### src/rtl/mnist_pkg.sv
// Shared sizing and state encoding for the classifier output stage.
package mnist_pkg;

  localparam int NUM_CLASS = 10;
  localparam int DATA_W    = 32;
  localparam int BIAS_W    = 16;
  localparam int IDX_W     = 4;

  typedef enum logic [1:0] {
    ST_IDLE = 2'd0,
    ST_SCAN = 2'd1,
    ST_DONE = 2'd2
  } state_t;

endpackage

### src/rtl/argmax_unit.sv
// Sequential biased argmax: one class per cycle through a single shared adder and comparator.
// Result after NUM_CLASS scan cycles plus a one-cycle DONE; frames offered mid-scan are dropped.
module argmax_unit #(
  parameter int NUM_CLASS = mnist_pkg::NUM_CLASS,
  parameter int DATA_W    = mnist_pkg::DATA_W,
  parameter int BIAS_W    = mnist_pkg::BIAS_W,
  parameter int IDX_W     = mnist_pkg::IDX_W
) (
  input  logic                        clk_i,
  input  logic                        rst_i,
  input  logic                        valid_i,
  input  logic [NUM_CLASS*DATA_W-1:0] data_i,
  input  logic [NUM_CLASS*BIAS_W-1:0] bias_i,
  output logic                        ready_o,
  output logic                        done_o,
  output logic [IDX_W-1:0]            class_o,
  output logic signed [DATA_W:0]      score_o,
  output logic                        drop_o
);
  import mnist_pkg::*;

  state_t                        state_q, state_d;
  logic [IDX_W-1:0]              k_q, k_d;
  logic signed [DATA_W:0]        best_q, best_d;
  logic [IDX_W-1:0]              idx_q, idx_d;
  logic [NUM_CLASS*DATA_W-1:0]   data_q, data_d;
  logic [NUM_CLASS*BIAS_W-1:0]   bias_q, bias_d;
  logic [IDX_W-1:0]              class_q, class_d;
  logic signed [DATA_W:0]        score_q, score_d;

  logic [DATA_W-1:0]             score_k;
  logic [BIAS_W-1:0]             bias_k;
  logic signed [DATA_W:0]        sum_k;
  logic                          take_k;
  logic                          last_k;
  logic                          accept;

  // Shared datapath: both operands widened by one bit so the sum can never wrap.
  always_comb begin
    score_k = data_q[k_q*DATA_W +: DATA_W];
    bias_k  = bias_q[k_q*BIAS_W +: BIAS_W];
    sum_k   = $signed({score_k[DATA_W-1], score_k})
            + $signed({{(DATA_W+1-BIAS_W){bias_k[BIAS_W-1]}}, bias_k});
    take_k  = (k_q == '0) || (sum_k > best_q);
    last_k  = (k_q == IDX_W'(NUM_CLASS-1));
    accept  = valid_i && (state_q != ST_SCAN);
  end

  always_ff @(posedge clk_i) begin
    if (rst_i) begin
      state_q <= ST_IDLE;
      k_q     <= '0;
      best_q  <= '0;
      idx_q   <= '0;
      data_q  <= '0;
      bias_q  <= '0;
      class_q <= '0;
      score_q <= '0;
    end else begin
      state_q <= state_d;
      k_q     <= k_d;
      best_q  <= best_d;
      idx_q   <= idx_d;
      data_q  <= data_d;
      bias_q  <= bias_d;
      class_q <= class_d;
      score_q <= score_d;
    end
  end

  always_comb begin
    state_d = state_q;
    case (state_q)
      ST_IDLE: if (valid_i) state_d = ST_SCAN;
      ST_SCAN: if (last_k)  state_d = ST_DONE;
      ST_DONE: state_d = valid_i ? ST_SCAN : ST_IDLE;
      default: state_d = ST_IDLE;
    endcase
  end

  always_comb begin
    k_d     = k_q;
    best_d  = best_q;
    idx_d   = idx_q;
    data_d  = data_q;
    bias_d  = bias_q;
    class_d = class_q;
    score_d = score_q;

    if (accept) begin
      data_d = data_i;
      bias_d = bias_i;
      k_d    = '0;
    end else if (state_q == ST_SCAN) begin
      k_d = k_q + IDX_W'(1);
      if (take_k) begin
        best_d = sum_k;
        idx_d  = k_q;
      end
      // Publish the final class in the same cycle it is compared, so DONE sees the result.
      if (last_k) begin
        k_d     = '0;
        class_d = take_k ? k_q   : idx_q;
        score_d = take_k ? sum_k : best_q;
      end
    end
  end

  always_comb begin
    ready_o = (state_q != ST_SCAN);
    done_o  = (state_q == ST_DONE);
    drop_o  = valid_i && (state_q == ST_SCAN) && !rst_i;
    class_o = class_q;
    score_o = score_q;
  end

endmodule

### config.mk
export PLATFORM = sky130hd
export DESIGN_NAME = argmax_unit
export DESIGN_NICKNAME = d
export VERILOG_FILES = /design/src/rtl/mnist_pkg.sv /design/src/rtl/argmax_unit.sv
export SDC_FILE = /design/constraint.sdc
export NUM_CORES = 1
export LEC_CHECK = 0
export ABC_AREA = 1
export CAP_MARGIN = 25
export CORE_UTILIZATION = 30
export CTS_CLUSTER_SIZE = 30
export DETAILED_ROUTE_END_ITERATION = 10
export GPL_TIMING_DRIVEN = 0
export PLACE_DENSITY = 0.53
export SLEW_MARGIN = 20
export SYNTH_ARGS = -nofsm -noshare
export SYNTH_HDL_FRONTEND = slang
export SYNTH_SLANG_ARGS = --single-unit
export TNS_END_PERCENT = 10
### constraint.sdc
create_clock -name clk_i -period 10.5 [get_ports clk_i]
set_input_delay 1.05 -clock clk_i [delete_from_list [all_inputs] [get_ports clk_i]]
set_output_delay 1.05 -clock clk_i [all_outputs]
set_load 0.01 [all_outputs]
# --- Word level (Yosys, flattened, before mapping) ---
# Cells that the tools add are included.
# Widths: inputs -> output; s select.
word_totals:
  register_bits: 560
  latch_bits: 0
  ramBits: 0
  romBits: 0
  inputBits: 483
  out_inout_bits: 40
  word_cells: 38
  memories: 0
classes:
  add_sub_neg: 2
  mul: 0
  div_mod_pow: 0
  order_cmp: 1
  n_eq_ne: 6
  shift: 2
  mux: 7
  bitwise: 1
  reduce_logical: 11
op_table:
  columns: ["cell", "count"]
  rows:
  - ["$shiftx 320x10->32", 1]
  - ["$shiftx 160x9->16", 1]
  - ["$add 32x16->33", 1]
  - ["$gt 33x33->1", 1]
  - ["$mux 33", 1]
  - ["$mux 4", 2]
  - ["$pmux 2 s3", 1]
  - ["$add 4x1->4 const B", 1]
  - ["$eq 4x4->1 const B", 1]
  - ["$logic_not 4->1", 1]
  - ["$mux 2", 2]
  - ["$ne 2x2->1 const B", 2]
  - ["$reduce_and 2->1", 2]
  - ["$logic_and 1x1->1", 3]
  - ["$reduce_and 3->1", 1]
  - ["$eq 2x1->1 const B", 1]
  - ["$eq 2x2->1 const B", 1]
  - ["$logic_not 2->1", 1]
  - ["$ne 2x1->1 const B", 1]
  - ["$reduce_or 2->1", 1]
  - ["$logic_not 1->1", 1]
  - ["$logic_or 1x1->1", 1]
  - ["$mux 1", 1]
  - ["$not 1->1", 1]

# --- Longest topological paths before layout ---
depth:
  ltp_word: 5
  mapped_depth: 38
  depth_no_buf: 36

# --- Worst setup path before layout ---
# No wires, ideal clock.
synth_path:
  path_type: "reg-to-reg"
  from: "register k_q[1]"
  to: "register idx_q[1]"
  setup_time_ns: 0.109
  arrival_time_ns: 4.331
  required_ns: 10.391
  setup_slack_ns: 6.060
  stages_incl_launch_ff: 36
  n_path_buf: 4
  synth_period_minus_slack_ns: 4.440
  cell_sequence: "dfxtp_1 -> buf_2 -> nand2_1 -> clkinv_1 -> buf_2 -> clkbuf_1 -> nand2_1 -> nand3_1 -> nand2_1 -> nand3_1 -> ha_1 -> nand2_1 -> nor2_1 -> inv_1 -> nor2_1 -> nand2_1 -> nand2_1 -> nand2_1 -> nand3_1 -> nand2_1 -> ha_1 -> nand2_2 -> inv_2 -> nand2_1 -> nand2_1 -> a21oi_1 -> nand2_1 -> nor2_2 -> nand2_1 -> nand2_1 -> nand3_4 -> buf_6 -> nand2_1 -> nand3_1 -> nand2_1 -> inv_1"
synth_via:
  elab_chain_cells: 5
  elab_cells_between_ends: 7
  classes_between: "add/sub (1); order compare (1); shift (2); mux (1); reduce/logical (2)"
synth_rtl:
  columns: ["element", "line", "rtl"]
  rows:
  - ["start, declared", "argmax_unit.sv:23", "logic [IDX_W-1:0] k_q, k_d;"]
  - ["start signal, assigned", "argmax_unit.sv:61", "k_q <= k_d;"]
  - ["$shiftx 320x10->32 / $shiftx 160x9->16 (equally long branches)", "argmax_unit.sv:40, argmax_unit.sv:41", null]
  - ["$add 32x16->33", "argmax_unit.sv:43", "+ $signed({{(DATA_W+1-BIAS_W){bias_k[BIAS_W-1]}}, bias_k});"]
  - ["$gt 33x33->1", "argmax_unit.sv:44", "take_k = (k_q == '0) || (sum_k > best_q);"]
  - ["$logic_or 1x1->1", "argmax_unit.sv:44", null]
  - ["$mux 4 *", null, null]
  - ["end signal, assigned", "argmax_unit.sv:63", "idx_q <= idx_d;"]
  - ["end, declared", "argmax_unit.sv:25", "logic [IDX_W-1:0] idx_q, idx_d;"]
# Mark *: on every way between the ends. The rest lies on a longest branch, timed or not.
# A chain may end at the register's enable or synchronous reset.

# --- Worst setup path in the final report ---
layout_path:
  from: "register k_q[1]"
  to: "register class_q[0], in the netlist class_o[0]"
layout_via:
  elab_chain_cells: 5
  elab_cells_between_ends: 9
  classes_between: "add/sub (1); order compare (1); eq/ne (1); shift (2); mux (1); reduce/logical (3)"
layout_rtl:
  columns: ["element", "line", "rtl"]
  rows:
  - ["$shiftx 320x10->32 / $shiftx 160x9->16 (equally long branches)", "argmax_unit.sv:40, argmax_unit.sv:41", null]
  - ["$add 32x16->33", "argmax_unit.sv:43", null]
  - ["$gt 33x33->1", "argmax_unit.sv:44", null]
  - ["$logic_or 1x1->1", "argmax_unit.sv:44", null]
  - ["$mux 4", null, null]
  - ["end signal, assigned", "argmax_unit.sv:66", "class_q <= class_d;"]
  - ["end, declared", "argmax_unit.sv:28", "logic [IDX_W-1:0] class_q, class_d;"]
# Several ways; a longest one is shown, not always the timed one.

==> results.md <==
- TritonCTS clock tree: done
- Worst hold slack: 0.4765 ns
- WP data arrival: 7.44 ns
- Crit-path leading delay family: simple AND/OR/NAND/NOR gates
- Final WL: 123600 um
- Post-layout minimum cycle time: 6.951 ns
- Hold_buf cts: 0
- Outcome: finished, final reports clean
- CP Launch Type: flop
- Cell mode on critical path: nand2_1
- Sink Count: 560
- GP Congestion: 0.9867
- Placed cells: 5523
- CP startpoint: k_q[1]
- Fillers: 9447
- PD cells: 176.5 mW/mm^2
- Avg WL per Cell: 21.90 um
- Main synth FF type: dfxtp_1
- Final setup viols: 0
- Mapped Nets: 4396
- H-tree depth: 3
- FF-to-FF Start: k_q[1]
- CTS-repair resized insts: 0
- Post-CTS Setup Inserts: 0
- Starting density of the core: 0.3043
- Synthesized area: 0.02653 sq mm
- DP Wirelength: 100900 um
- Post-Synthesis Cells: 3847
- Initial DRC Count: 2132
- Via density: 4.991
- Dpl cell area: 0.03319 sq mm
- Warnings, synthesis: 0
- P&R area growth vs syn: 33.31%
- Setup total negative slack: 0 ns
- Gr ovfl total: 0
- DRC violations left: 0
- Max cap viols: 0
- Crit path buf inv count: 6
- Layout cell share with drive strength beyond 1: 0.04594
- First-pass detailed-route iteration total: 5
- Unrepaired setup endpoints after global routing: false
- Design Area, Final: 0.03536 sq mm
- Clk pin slew, worst setup/hold paths: 0.05 ns
- I/O Pins: 523
- DIE AREA: 0.08962 sq mm
- TritonCTS Buffers: 67
- Min-Delay Path Class: reg -> reg
- CTS root buffer: clkbuf_16
- Antenna violations before repair: 9
- Total Power: 6.243 mW
- Distinct cell type count after synthesis: 41
- Post-synthesis area per instance: 6.895 sq um
- Slew Viols, Final: 0
- Largest net degree at the start of global routing: 18
- Hold_sp: state_q[0]
- Vias in the first global route: 27149
- VDD IR max: 112.1 uV
- Worst-path fanout max: 17
- CP max stage delay: 0.68 ns
- Max Buffers Root-to-Sink: 3
- Worst slew pin tran: 1.084 ns
- Lkg Pwr: 14.79 nW
- Yosys reg bits: 560
- Max Freq: 143.9 MHz
- DR vias: 28159
- Post-layout net count: 4987
- Clock Skews: 0.03770 ns
- Worst path required time: 10.99 ns
- Asr flop ratio synth: 0
- Number of synthesized flops with an enable pin: 0
- Max-slew headroom: 0.2773
- Crit-path slowest cell: clkbuf_1
- Die extent in x: 299.4 um
- Crit Path Class: reg -> reg
- Clk_lat worst skew: 0.63 ns
- Final period util: 0.6620
- Antenna viol nets, final: 0
- Seq/Total Area, Yosys: 0.4226
- Total track usage: 0.2699
- Final Hold Violating Endpoints: 0
- DIE HEIGHT: 299.4 um
- First-pass GRT wire length: 177600 um
- Row count: 108
- Input/output buffers: 521
- CORE AREA: 0.08716 sq mm
- CP Capture Type: flop
- Non-filler instance count after layout: 5642
[per-layer routing]
metal	vias up	track usage	wire length [um]
li1	13821	-	-
met1	13186	0.3555	53930
met2	986	0.4508	57860
met3	154	0.04755	8537
met4	12	0.07471	3159
met5	-	0	83
[layout by cell type (no fill, tap or decap), types with 12 or more instances in the layout]
| cell type | Yosys | routed |
|---|---|---|
| buf_2 | 60 | 60 |
| o21ai_0 | 503 | 503 |
| ha_1 | 65 | 65 |
| nand2_1 | 510 | 510 |
| clkdlybuf4s50_1 | 0 | 521 |
| nand3_2 | 25 | 25 |
| nor2_1 | 1032 | 1032 |
| a21oi_1 | 84 | 84 |
| xor2_1 | 18 | 18 |
| o21a_1 | 38 | 38 |
| nor3_1 | 12 | 12 |
| inv_1 | 200 | 200 |
| a22oi_1 | 142 | 142 |
| nand3_1 | 355 | 355 |
| clkbuf_16 | 0 | 68 |
| buf_1 | 22 | 22 |
| clkbuf_1 | 174 | 191 |
| dfxtp_1 | 560 | 560 |
[layout make-up]
| class | count | area (sq um) | share of cell area |
|---|---|---|---|
| buffer | 265 | 1142 | 0.03230 |
| inverter | 206 | 773.2 | 0.02187 |
| clock inverter | 20 | 251.5 | 0.007112 |
| multi-input combinational | 2816 | 13400 | 0.3789 |
| sequential | 560 | 11210 | 0.3170 |
| antenna | 3 | 7.507 | 0.0002123 |
| clock buffer | 95 | 1903 | 0.05381 |
| tap | 1155 | 1445 | 0.04086 |
| timing repair buffer | 522 | 5230 | 0.1479 |
[kinds of logic after synthesis]
kind of cell | share of synthesized area
buf+inv | 0.07221
flops | 0.4226
fa+ha+maj | 0.03141
simple gates | 0.3024
compound gates | 0.1650
xor+xnor | 0.006273
[through the flow]
| stage | util | setup WS [ns] |
|---|---|---|
| floorplan | - | 6.060 |
| global placement | 0.3808 | 3.711 |
| detailed placement | 0.3808 | 3.690 |
| CTS | 0.4055 | 3.672 |
| global route | 0.4057 | 3.202 |
| finish | 0.4057 | 3.549 |
[power by group]
part           total (mW)  leakage [nW]  switching [mW]  internal [mW]
clock network        2.32          1.06           0.970           1.35
registers            2.43          4.63           0.114           2.32
logic                1.49          9.10           0.943          0.551
[synth_stat cells, drive strengths merged, types with 2 or more instances]
cell type | count | area share
ha | 65 | 0.031
a21oi | 84 | 0.016
a221oi | 2 | 0.00066
buf | 91 | 0.018
o21a | 38 | 0.011
nor2 | 1036 | 0.15
dfxtp | 560 | 0.42
nand4 | 5 | 0.0012
nand2 | 512 | 0.073
nand3 | 381 | 0.077
clkbuf | 174 | 0.025
xor2 | 18 | 0.0059
a21o | 2 | 0.00057
nand3b | 3 | 0.00085
a22oi | 142 | 0.040
o2111ai | 2 | 0.00066
o21bai | 3 | 0.00085
nor3 | 13 | 0.0026
inv | 205 | 0.029
o21ai | 503 | 0.095
[worst register-to-register path: cells and delay by family (launching register included)]
| kind | cells | cell delay, ns |
|---|---|---|
| AOI/OAI and AO/OA | 4 | 0.97 |
| adders and majority gates | 2 | 0.73 |
| buffers and inverters | 6 | 1.62 |
| DFF | 1 | 0.29 |
| and+or+nand+nor | 20 | 3.24 |
[registers in the layout (all words and copies together), names as in the netlist]
register	cells
data_q	320
bias_q	160
best_q	33
score_o	33
class_o	4
idx_q	4
k_q	4
state_q	2
[final timing paths]
path                              endpoint  slack (ns)  depth (start not counted)
worst max register to register  class_o[0]        3.55                         32
worst min register to register  state_q[0]        0.48                          1
worst max-delay path            class_o[0]        3.55                         32
worst min-delay path            state_q[0]        0.48                          1
Note: power is estimated with default switching activity, not from simulation.
